## src/rtl/dma_if_pkg.sv

```systemverilog
// Shared definitions for the DMA interface mux blocks.
// Contents:
//   - DMA status error codes carried on *_status_error
//   - port_width():   index width for a given number of mux ports
//   - credit_width(): counter width able to hold 0..max_out inclusive
package dma_if_pkg;

  localparam logic [3:0] DMA_ERROR_NONE              = 4'd0;
  localparam logic [3:0] DMA_ERROR_TIMEOUT           = 4'd1;
  localparam logic [3:0] DMA_ERROR_PARITY            = 4'd2;
  localparam logic [3:0] DMA_ERROR_AXI_RD_SLVERR     = 4'd4;
  localparam logic [3:0] DMA_ERROR_AXI_RD_DECERR     = 4'd5;
  localparam logic [3:0] DMA_ERROR_PCIE_FLR          = 4'd8;
  localparam logic [3:0] DMA_ERROR_PCIE_CPL_POISONED = 4'd9;

  // Never below 1 so a degenerate single-port build still has a legal vector.
  function automatic int unsigned port_width(input int unsigned ports);
    return (ports > 1) ? $clog2(ports) : 1;
  endfunction

  function automatic int unsigned credit_width(input int unsigned max_out);
    return $clog2(max_out + 1);
  endfunction

endpackage

```

## src/rtl/dma_if_mux_rd_arb.sv

```systemverilog
// PORTS-wide request arbiter, round-robin or fixed priority.
// Ports:
//   clk, rst_n     clock, asynchronous active-low reset
//   i_req          per-port request (already qualified by credit)
//   i_en           a grant may be issued this cycle
//   o_grant        one-hot grant, zero when i_en is low or nothing requests
//   o_grant_idx    encoded index of the granted port
//   o_grant_valid  a grant is issued this cycle
module dma_if_mux_rd_arb
  import dma_if_pkg::*;
#(
  parameter int unsigned PORTS                 = 2,
  parameter bit          ARB_TYPE_ROUND_ROBIN  = 1'b1,
  parameter bit          ARB_LSB_HIGH_PRIORITY = 1'b1,
  localparam int unsigned PW                   = port_width(PORTS)
) (
  input  logic             clk,
  input  logic             rst_n,
  input  logic [PORTS-1:0] i_req,
  input  logic             i_en,
  output logic [PORTS-1:0] o_grant,
  output logic [PW-1:0]    o_grant_idx,
  output logic             o_grant_valid
);

  logic [PW-1:0] r_ptr;
  logic          w_found;
  logic [PW-1:0] w_idx;
  logic [PW-1:0] w_cand;

  // i-th port in search order.
  function automatic int unsigned cand_port(input int unsigned i, input int unsigned ptr);
    if (ARB_TYPE_ROUND_ROBIN) begin
      return (ptr + i) % PORTS;
    end else if (ARB_LSB_HIGH_PRIORITY) begin
      return i;
    end else begin
      return PORTS - 1 - i;
    end
  endfunction

  always_comb begin
    w_found = 1'b0;
    w_idx   = '0;
    w_cand  = '0;
    for (int unsigned i = 0; i < PORTS; i++) begin
      w_cand = PW'(cand_port(i, 32'(r_ptr)));
      if (!w_found && i_req[w_cand]) begin
        w_found = 1'b1;
        w_idx   = w_cand;
      end
    end
  end

  always_comb begin
    o_grant = '0;
    if (i_en && w_found) begin
      o_grant[w_idx] = 1'b1;
    end
    o_grant_idx   = w_idx;
    o_grant_valid = i_en && w_found;
  end

  always_ff @(posedge clk or negedge rst_n) begin
    if (!rst_n) begin
      r_ptr <= '0;
    end else if (ARB_TYPE_ROUND_ROBIN && o_grant_valid) begin
      r_ptr <= (w_idx == PW'(PORTS - 1)) ? '0 : w_idx + 1'b1;
    end
  end

endmodule

```

## src/rtl/dma_if_mux_rd_credit.sv

```systemverilog
// N-port DMA read-descriptor mux with per-port outstanding-read credit limits.
// Client descriptors are arbitrated into a single registered output; the port index is
// prefixed onto tag and ram_sel so completion status can be routed back by tag MSBs.
// Each port may have at most MAX_OUTSTANDING reads in flight.
// Ports:
//   clk, rst_n                        clock, asynchronous active-low reset
//   m_axis_read_desc_*                descriptor to the DMA interface (M widths)
//   s_axis_read_desc_status_*         completion status from the DMA interface (no ready)
//   s_axis_read_desc_*                per-port client descriptors (flattened PORTS*width)
//   m_axis_read_desc_status_*         per-port routed completion status
//   port_outstanding                  live in-flight count per port (PORTS*CW)
//   stat_desc_count, stat_err_count   per-port 32-bit accepted / errored counters,
//                                     present only with DMA_IF_MUX_RD_STATS_EN defined
module dma_if_mux_rd_credit
  import dma_if_pkg::*;
#(
  parameter int unsigned PORTS                 = 2,
  parameter int unsigned DMA_ADDR_WIDTH        = 64,
  parameter int unsigned FUNCTION_ID_WIDTH     = 8,
  parameter int unsigned S_RAM_SEL_WIDTH       = 2,
  parameter int unsigned RAM_ADDR_WIDTH        = 16,
  parameter int unsigned LEN_WIDTH             = 16,
  parameter int unsigned S_TAG_WIDTH           = 8,
  parameter int unsigned MAX_OUTSTANDING       = 16,
  parameter bit          ARB_TYPE_ROUND_ROBIN  = 1'b1,
  parameter bit          ARB_LSB_HIGH_PRIORITY = 1'b1,
  localparam int unsigned PW                   = port_width(PORTS),
  localparam int unsigned CW                   = credit_width(MAX_OUTSTANDING),
  localparam int unsigned M_RAM_SEL_WIDTH      = S_RAM_SEL_WIDTH + PW,
  localparam int unsigned M_TAG_WIDTH          = S_TAG_WIDTH + PW
) (
  input  logic                                 clk,
  input  logic                                 rst_n,
  // Descriptor to DMA interface
  output logic [DMA_ADDR_WIDTH-1:0]            m_axis_read_desc_dma_addr,
  output logic [FUNCTION_ID_WIDTH-1:0]         m_axis_read_desc_function_id,
  output logic [M_RAM_SEL_WIDTH-1:0]           m_axis_read_desc_ram_sel,
  output logic [RAM_ADDR_WIDTH-1:0]            m_axis_read_desc_ram_addr,
  output logic [LEN_WIDTH-1:0]                 m_axis_read_desc_len,
  output logic [M_TAG_WIDTH-1:0]               m_axis_read_desc_tag,
  output logic                                 m_axis_read_desc_valid,
  input  logic                                 m_axis_read_desc_ready,
  // Status from DMA interface
  input  logic [M_TAG_WIDTH-1:0]               s_axis_read_desc_status_tag,
  input  logic [3:0]                           s_axis_read_desc_status_error,
  input  logic                                 s_axis_read_desc_status_valid,
  // Client descriptors
  input  logic [PORTS*DMA_ADDR_WIDTH-1:0]      s_axis_read_desc_dma_addr,
  input  logic [PORTS*FUNCTION_ID_WIDTH-1:0]   s_axis_read_desc_function_id,
  input  logic [PORTS*S_RAM_SEL_WIDTH-1:0]     s_axis_read_desc_ram_sel,
  input  logic [PORTS*RAM_ADDR_WIDTH-1:0]      s_axis_read_desc_ram_addr,
  input  logic [PORTS*LEN_WIDTH-1:0]           s_axis_read_desc_len,
  input  logic [PORTS*S_TAG_WIDTH-1:0]         s_axis_read_desc_tag,
  input  logic [PORTS-1:0]                     s_axis_read_desc_valid,
  output logic [PORTS-1:0]                     s_axis_read_desc_ready,
  // Routed client status
  output logic [PORTS*S_TAG_WIDTH-1:0]         m_axis_read_desc_status_tag,
  output logic [PORTS*4-1:0]                   m_axis_read_desc_status_error,
  output logic [PORTS-1:0]                     m_axis_read_desc_status_valid,
`ifdef DMA_IF_MUX_RD_STATS_EN
  output logic [PORTS*32-1:0]                  stat_desc_count,
  output logic [PORTS*32-1:0]                  stat_err_count,
`endif
  output logic [PORTS*CW-1:0]                  port_outstanding
);

  // ---------------------------------------------------------------------------
  // Arbitration with credit qualification
  // ---------------------------------------------------------------------------
  logic [CW-1:0]    r_cnt [PORTS];
  logic [PORTS-1:0] w_elig;
  logic [PORTS-1:0] w_grant;
  logic [PW-1:0]    w_grant_idx;
  logic             w_grant_valid;
  logic             w_load;
  logic [31:0]      w_sel;
  logic             r_m_valid;

  always_comb begin
    w_elig = '0;
    for (int p = 0; p < PORTS; p++) begin
      w_elig[p] = s_axis_read_desc_valid[p] && (r_cnt[p] < CW'(MAX_OUTSTANDING));
    end
  end

  // The holding register can take a new descriptor when empty or draining this cycle.
  assign w_load = !r_m_valid || m_axis_read_desc_ready;
  assign w_sel  = 32'(w_grant_idx);

  dma_if_mux_rd_arb #(
    .PORTS                (PORTS),
    .ARB_TYPE_ROUND_ROBIN (ARB_TYPE_ROUND_ROBIN),
    .ARB_LSB_HIGH_PRIORITY(ARB_LSB_HIGH_PRIORITY)
  ) u_arb (
    .clk          (clk),
    .rst_n        (rst_n),
    .i_req        (w_elig),
    .i_en         (w_load),
    .o_grant      (w_grant),
    .o_grant_idx  (w_grant_idx),
    .o_grant_valid(w_grant_valid)
  );

  assign s_axis_read_desc_ready = w_grant;

  // ---------------------------------------------------------------------------
  // Output holding register
  // ---------------------------------------------------------------------------
  always_ff @(posedge clk or negedge rst_n) begin
    if (!rst_n) begin
      r_m_valid                    <= 1'b0;
      m_axis_read_desc_dma_addr    <= '0;
      m_axis_read_desc_function_id <= '0;
      m_axis_read_desc_ram_sel     <= '0;
      m_axis_read_desc_ram_addr    <= '0;
      m_axis_read_desc_len         <= '0;
      m_axis_read_desc_tag         <= '0;
    end else if (w_grant_valid) begin
      r_m_valid                    <= 1'b1;
      m_axis_read_desc_dma_addr    <= s_axis_read_desc_dma_addr[w_sel*DMA_ADDR_WIDTH +: DMA_ADDR_WIDTH];
      m_axis_read_desc_function_id <=
        s_axis_read_desc_function_id[w_sel*FUNCTION_ID_WIDTH +: FUNCTION_ID_WIDTH];
      m_axis_read_desc_ram_sel     <=
        {w_grant_idx, s_axis_read_desc_ram_sel[w_sel*S_RAM_SEL_WIDTH +: S_RAM_SEL_WIDTH]};
      m_axis_read_desc_ram_addr    <= s_axis_read_desc_ram_addr[w_sel*RAM_ADDR_WIDTH +: RAM_ADDR_WIDTH];
      m_axis_read_desc_len         <= s_axis_read_desc_len[w_sel*LEN_WIDTH +: LEN_WIDTH];
      m_axis_read_desc_tag         <=
        {w_grant_idx, s_axis_read_desc_tag[w_sel*S_TAG_WIDTH +: S_TAG_WIDTH]};
    end else if (m_axis_read_desc_ready) begin
      r_m_valid <= 1'b0;
    end
  end

  assign m_axis_read_desc_valid = r_m_valid;

  // ---------------------------------------------------------------------------
  // Status decode, credit counters, status demux
  // ---------------------------------------------------------------------------
  logic [PW-1:0]    w_st_port;
  logic             w_st_hit;
  logic [PORTS-1:0] w_st_onehot;

  assign w_st_port = s_axis_read_desc_status_tag[M_TAG_WIDTH-1:S_TAG_WIDTH];
  // Statuses addressed beyond the last port are dropped entirely.
  assign w_st_hit  = s_axis_read_desc_status_valid && (32'(w_st_port) < PORTS);

  always_comb begin
    w_st_onehot = '0;
    for (int p = 0; p < PORTS; p++) begin
      w_st_onehot[p] = w_st_hit && (w_st_port == PW'(p));
    end
  end

  // Simultaneous accept and status cancel; a stale status at zero saturates.
  always_ff @(posedge clk or negedge rst_n) begin
    if (!rst_n) begin
      for (int p = 0; p < PORTS; p++) begin
        r_cnt[p] <= '0;
      end
    end else begin
      for (int p = 0; p < PORTS; p++) begin
        case ({w_grant[p], w_st_onehot[p]})
          2'b10:   r_cnt[p] <= r_cnt[p] + 1'b1;
          2'b01:   if (r_cnt[p] != '0) r_cnt[p] <= r_cnt[p] - 1'b1;
          default: ;
        endcase
      end
    end
  end

  logic [PORTS-1:0]       r_st_valid;
  logic [S_TAG_WIDTH-1:0] r_st_tag [PORTS];
  logic [3:0]             r_st_err [PORTS];

  always_ff @(posedge clk or negedge rst_n) begin
    if (!rst_n) begin
      r_st_valid <= '0;
      for (int p = 0; p < PORTS; p++) begin
        r_st_tag[p] <= '0;
        r_st_err[p] <= '0;
      end
    end else begin
      r_st_valid <= w_st_onehot;
      for (int p = 0; p < PORTS; p++) begin
        if (w_st_onehot[p]) begin
          r_st_tag[p] <= s_axis_read_desc_status_tag[S_TAG_WIDTH-1:0];
          r_st_err[p] <= s_axis_read_desc_status_error;
        end
      end
    end
  end

  always_comb begin
    m_axis_read_desc_status_tag   = '0;
    m_axis_read_desc_status_error = '0;
    port_outstanding              = '0;
    for (int p = 0; p < PORTS; p++) begin
      m_axis_read_desc_status_tag[p*S_TAG_WIDTH +: S_TAG_WIDTH] = r_st_tag[p];
      m_axis_read_desc_status_error[p*4 +: 4]                   = r_st_err[p];
      port_outstanding[p*CW +: CW]                              = r_cnt[p];
    end
  end

  assign m_axis_read_desc_status_valid = r_st_valid;

  // ---------------------------------------------------------------------------
  // Optional statistics
  // ---------------------------------------------------------------------------
`ifdef DMA_IF_MUX_RD_STATS_EN
  logic [31:0] r_stat_desc [PORTS];
  logic [31:0] r_stat_err  [PORTS];

  always_ff @(posedge clk or negedge rst_n) begin
    if (!rst_n) begin
      for (int p = 0; p < PORTS; p++) begin
        r_stat_desc[p] <= '0;
        r_stat_err[p]  <= '0;
      end
    end else begin
      for (int p = 0; p < PORTS; p++) begin
        if (w_grant[p]) begin
          r_stat_desc[p] <= r_stat_desc[p] + 32'd1;
        end
        if (w_st_onehot[p] && (s_axis_read_desc_status_error != DMA_ERROR_NONE)) begin
          r_stat_err[p] <= r_stat_err[p] + 32'd1;
        end
      end
    end
  end

  always_comb begin
    stat_desc_count = '0;
    stat_err_count  = '0;
    for (int p = 0; p < PORTS; p++) begin
      stat_desc_count[p*32 +: 32] = r_stat_desc[p];
      stat_err_count[p*32 +: 32]  = r_stat_err[p];
    end
  end
`else
  // Statistics counters are not built.
`endif

endmodule

```

## config.mk

```make
export PLATFORM = sky130hd
export DESIGN_NAME = dma_if_mux_rd_credit
export DESIGN_NICKNAME = d
export VERILOG_FILES = /design/src/rtl/dma_if_pkg.sv /design/src/rtl/dma_if_mux_rd_arb.sv /design/src/rtl/dma_if_mux_rd_credit.sv
export SDC_FILE = /design/constraint.sdc
export NUM_CORES = 1
export LEC_CHECK = 0
export ABC_AREA = 1
export BUFFER_PORTS_ARGS = -buffer_cell sky130_fd_sc_hd__buf_2
export CORE_MARGIN = 2
export CORE_UTILIZATION = 30
export DETAILED_ROUTE_END_ITERATION = 8
export PLACE_DENSITY = 0.58
export SYNTH_ARGS = -nofsm -noshare
export SYNTH_HDL_FRONTEND = slang
export SYNTH_SLANG_ARGS = --single-unit
```

## constraint.sdc

```tcl
create_clock -name clk -period 2.11 [get_ports clk]
set_clock_uncertainty 0.1 [all_clocks]
set_input_delay 0 -clock clk [delete_from_list [all_inputs] [get_ports clk]]
set_output_delay 0 -clock clk [all_outputs]
set_load 0.02 [all_outputs]
```

==> results by group <==
Run status
  – Status: finished, final reports clean

Placed design
  – Placed inst area: 0.00919 mm^2
  – Post-DP HPWL: 16000 um
  – PortBufs: 401
  – RePlAce Congestion: 0.809

Route
  – Iteration-0 DRC Markers: 529
  – Vias/cell: 4.56
  – Routed len/inst: 14.8 um
  – Residual DRC: 0
  – Pre-antenna DRT Iters: 5
  – Routed Wire Length: 26300 um
  – Via count: 8110
  – Antenna-violating nets left: 0

Job
  – Max-cap violations: 0

Layout
  – Finished Cell Area: 0.0124 mm^2
  – Layout net count: 1731
  – Area grow syn2layout: 80.8%
  – Share of layout cells above drive strength 1: 32.2%
  – Layout Utilization: 55.0%

Yosys
  – Ranking of synthesized cells by area: dfrtp_1, nand2_1, nand3_1, o21ai_0, inv_1
  – Area share of the largest cell type after synthesis: 56.0%
  – Syn. warnings: 0
  – Avg Cell Area, Syn: 8.20 um^2
  – Cell Area, Synth: 0.00684 mm^2
  – Post-synth EDFFs: 0
  – Register area share after synthesis: 56.0%
  – Commonest cells post-synth: nand2_1, dfrtp_1, nand3_1
  – Asr flop ratio synth: 100%
  – #FFs+latches synth: 153
  – Count leader, synth: nand2_1
  – Syn Inst Count: 834
  – Synth area leader: dfrtp_1
  – Synth unique cells: 24
  – Top FF cell, synth: dfrtp_1
  – Synth Net Count: 1085

GRT
  – Global-route wire length before repair: 40300 um
  – Vias in the first global route: 8109
  – Overall routing resource usage: 21.0%
  – Antenna violations before repair: 0
  – Largest net degree at the start of global routing: 73
  – Overflow after GRT: 0

Timing
  – Slew Limit Fails: 0
  – Finish-stage setup viols: 0
  – Rel. slew slack: 68.0%
  – Final Hold Fails: 0
  – Unrepaired setup endpoints after global routing: yes
  – Final TNS setup: 0 ps
  – Fin crit period: 1970 ps
  – FMAX: 507 MHz
  – Least-Margin Pin Slew: 481 ps
  – Final Cycle Share: 93.5%
  – WHS: 223 ps

Clock tree
  – Cts bufs inserted: 17
  – CTS root buffer: clkbuf_16
  – Worst-Skew Late Latency: 420 ps
  – # clock sinks: 153
  – Worst-case clock buffer depth: 2
  – CTS tree: yes
  – Clk slew on worst S/H paths: 70 ps
  – H-tree Lvls: 4

Power and ir drop
  – P_sw: 6.73 mW
  – Clock power share: 19.9%
  – Switch share: 44.1%
  – VDD IR max: 0.566 mV
  – P_leak: 6.52 nW
  – Cell Pwr Density: 1230 mW/mm^2
  – Sequential cell fraction of total power: 33.1%
  – Int Power: 8.54 mW
  – Comb pwr share: 47.0%

Floorplan
  – Die height: 155 um
  – Die area: 0.0240 mm^2
  – Starting Density: 30.4%
  – Core area: 0.0225 mm^2
  – I/O pins: 402
  – Die Wd: 155 um
  – Num rows: 55

Worst setup path
  – Cell Chain, Critical Path: inv_2 -> nand3_4 -> nand2_4 -> nand3_4 -> nand2_4 -> nand2_1 -> nand2_1 -> inv_1 -> ha_1 -> inv_1 -> nand2_2 -> inv_1 -> o21ai_1 -> nand2_1 -> nand2_1 -> nand2_1 -> nand2_1
  – CP peak stage delay: 410 ps
  – Kind of critical path: reg -> reg
  – CP Launch Type: register
  – Crit-path max FO: 6
  – Worst Path Required: 2320 ps
  – Nature of the critical path endpoint: register
  – Slowest CP cell: dfrtp_1
  – WP data arrival: 2180 ps
  – CP most frequent cell: nand2_1

Min path
  – Tightest Hold Check Type: in -> reg
## through the flow
step                total power, mW  instances  setup WS, ps
floorplan                      9.14        834           150
global placement               11.6       1491          96.7
detailed placement             11.7       1491          79.2
CTS                            15.1       1773          25.3
global route                   16.3       1778         -97.7
finish                         15.3       1779           136
## registers in the layout, indices dropped and copies added, names as in the netlist
| signal | cells |
|---|---|
| m_axis_read_desc_dma_addr | 64 |
| m_axis_read_desc_len | 16 |
| m_axis_read_desc_ram_addr | 16 |
| m_axis_read_desc_status_tag | 16 |
| port_outstanding | 10 |
| m_axis_read_desc_function_id | 8 |
| m_axis_read_desc_status_error | 8 |
| m_axis_read_desc_tag | 8 |
| m_axis_read_desc_ram_sel | 3 |
| m_axis_read_desc_status_valid | 2 |
| m_axis_read_desc_valid | 1 |
| u_arb.r_ptr | 1 |
## cells in the final DEF (no fill, tap or decap), types with 2 or more instances in the layout
master,n
buf_4,8
buf_2,400
nand3_4,2
o21ai_0,26
clkinv_2,2
inv_6,4
nand3_1,124
o21ai_1,4
dfrtp_1,153
clkinv_4,2
clkinvlp_4,3
xor2_1,7
clkbuf_16,18
buf_12,7
dlygate4sd3_1,250
inv_4,2
nand2_4,4
inv_1,33
ha_1,3
nand2_1,408
o41ai_2,2
inv_2,7
nand4_1,3
inv_8,2
nand2_2,9
clkbuf_8,2
## worst max-delay path: cells and delay by family, from the launching register on
| kind | cells | cell delay [ps] |
|---|---|---|
| AND/OR/NAND/NOR | 11 | 830 |
| flip-flops | 1 | 410 |
| AO/OA/AOI/OAI | 1 | 80 |
| buffers and inverters | 4 | 270 |
| adder cells (fa/ha/maj) | 1 | 160 |
## metal layers
layer	wire (um)	vias up	share of wire, %	global-route usage [%]
met3	1750	83	6.6	5.24
met5	0	-	0	0
met2	13000	365	49	35.9
met4	1140	0	4.3	11.1
li1	-	3920	-	-
met1	10400	3742	40	24.4
## final cells by class
type	count	area [um^2]
clock inverter	13	133
tap	285	357
inverter	43	168
sequential	153	3830
fill	1950	10100
clock buffer	19	453
multi-input combinational	597	2660
timing repair buffer	668	4770
antenna	1	2.50
## power by group through the flow
stage	Clock [mW]	Combinational [mW]	Sequential (mW)
2_1_floorplan	0	2.58	6.56
3_3_place_gp	0	6.57	5.04
3_5_place_dp	0	6.63	5.04
4_1_cts	3.12	7.00	5.03
5_1_grt	3.26	7.82	5.21
6_report	3.04	7.19	5.05
## what timing repair did
| action | CTS | global route |
|---|---|---|
| hold buffers | 250 | 0 |
| buffers inserted | 0 | 4 |
| setup endpoints to repair | 0 | 3 |
| endpoints found under the hold margin | 296 | 0 |
| resized for setup | 0 | 6 |
## final timing paths
kind                                                   end                             from  cells after the start  slack, ps
max                                    port_outstanding[4]              port_outstanding[4]                     17        140
min                          m_axis_read_desc_dma_addr[25]    s_axis_read_desc_dma_addr[25]                      4        220
max reg2reg                            port_outstanding[4]              port_outstanding[4]                     17        140
min reg2reg                m_axis_read_desc_status_tag[12]  m_axis_read_desc_status_tag[12]                      2        380
max in group asynchronous   m_axis_read_desc_status_tag[9]                            rst_n                      4        420
min in group asynchronous  m_axis_read_desc_status_tag[10]                            rst_n                      3        540
## cell families after synthesis
family                   after synthesis  share of synthesized area, %
AO/OA/AOI/OAI                         33                          2.78
adder cells (fa/ha/maj)                4                         0.732
buffers and inverters                 84                          5.56
AND/OR/NAND/NOR                      553                          34.1
flip-flops                           153                          56.0
XOR/XNOR                               7                         0.896
Note: power is estimated with default switching activity, not from simulation.
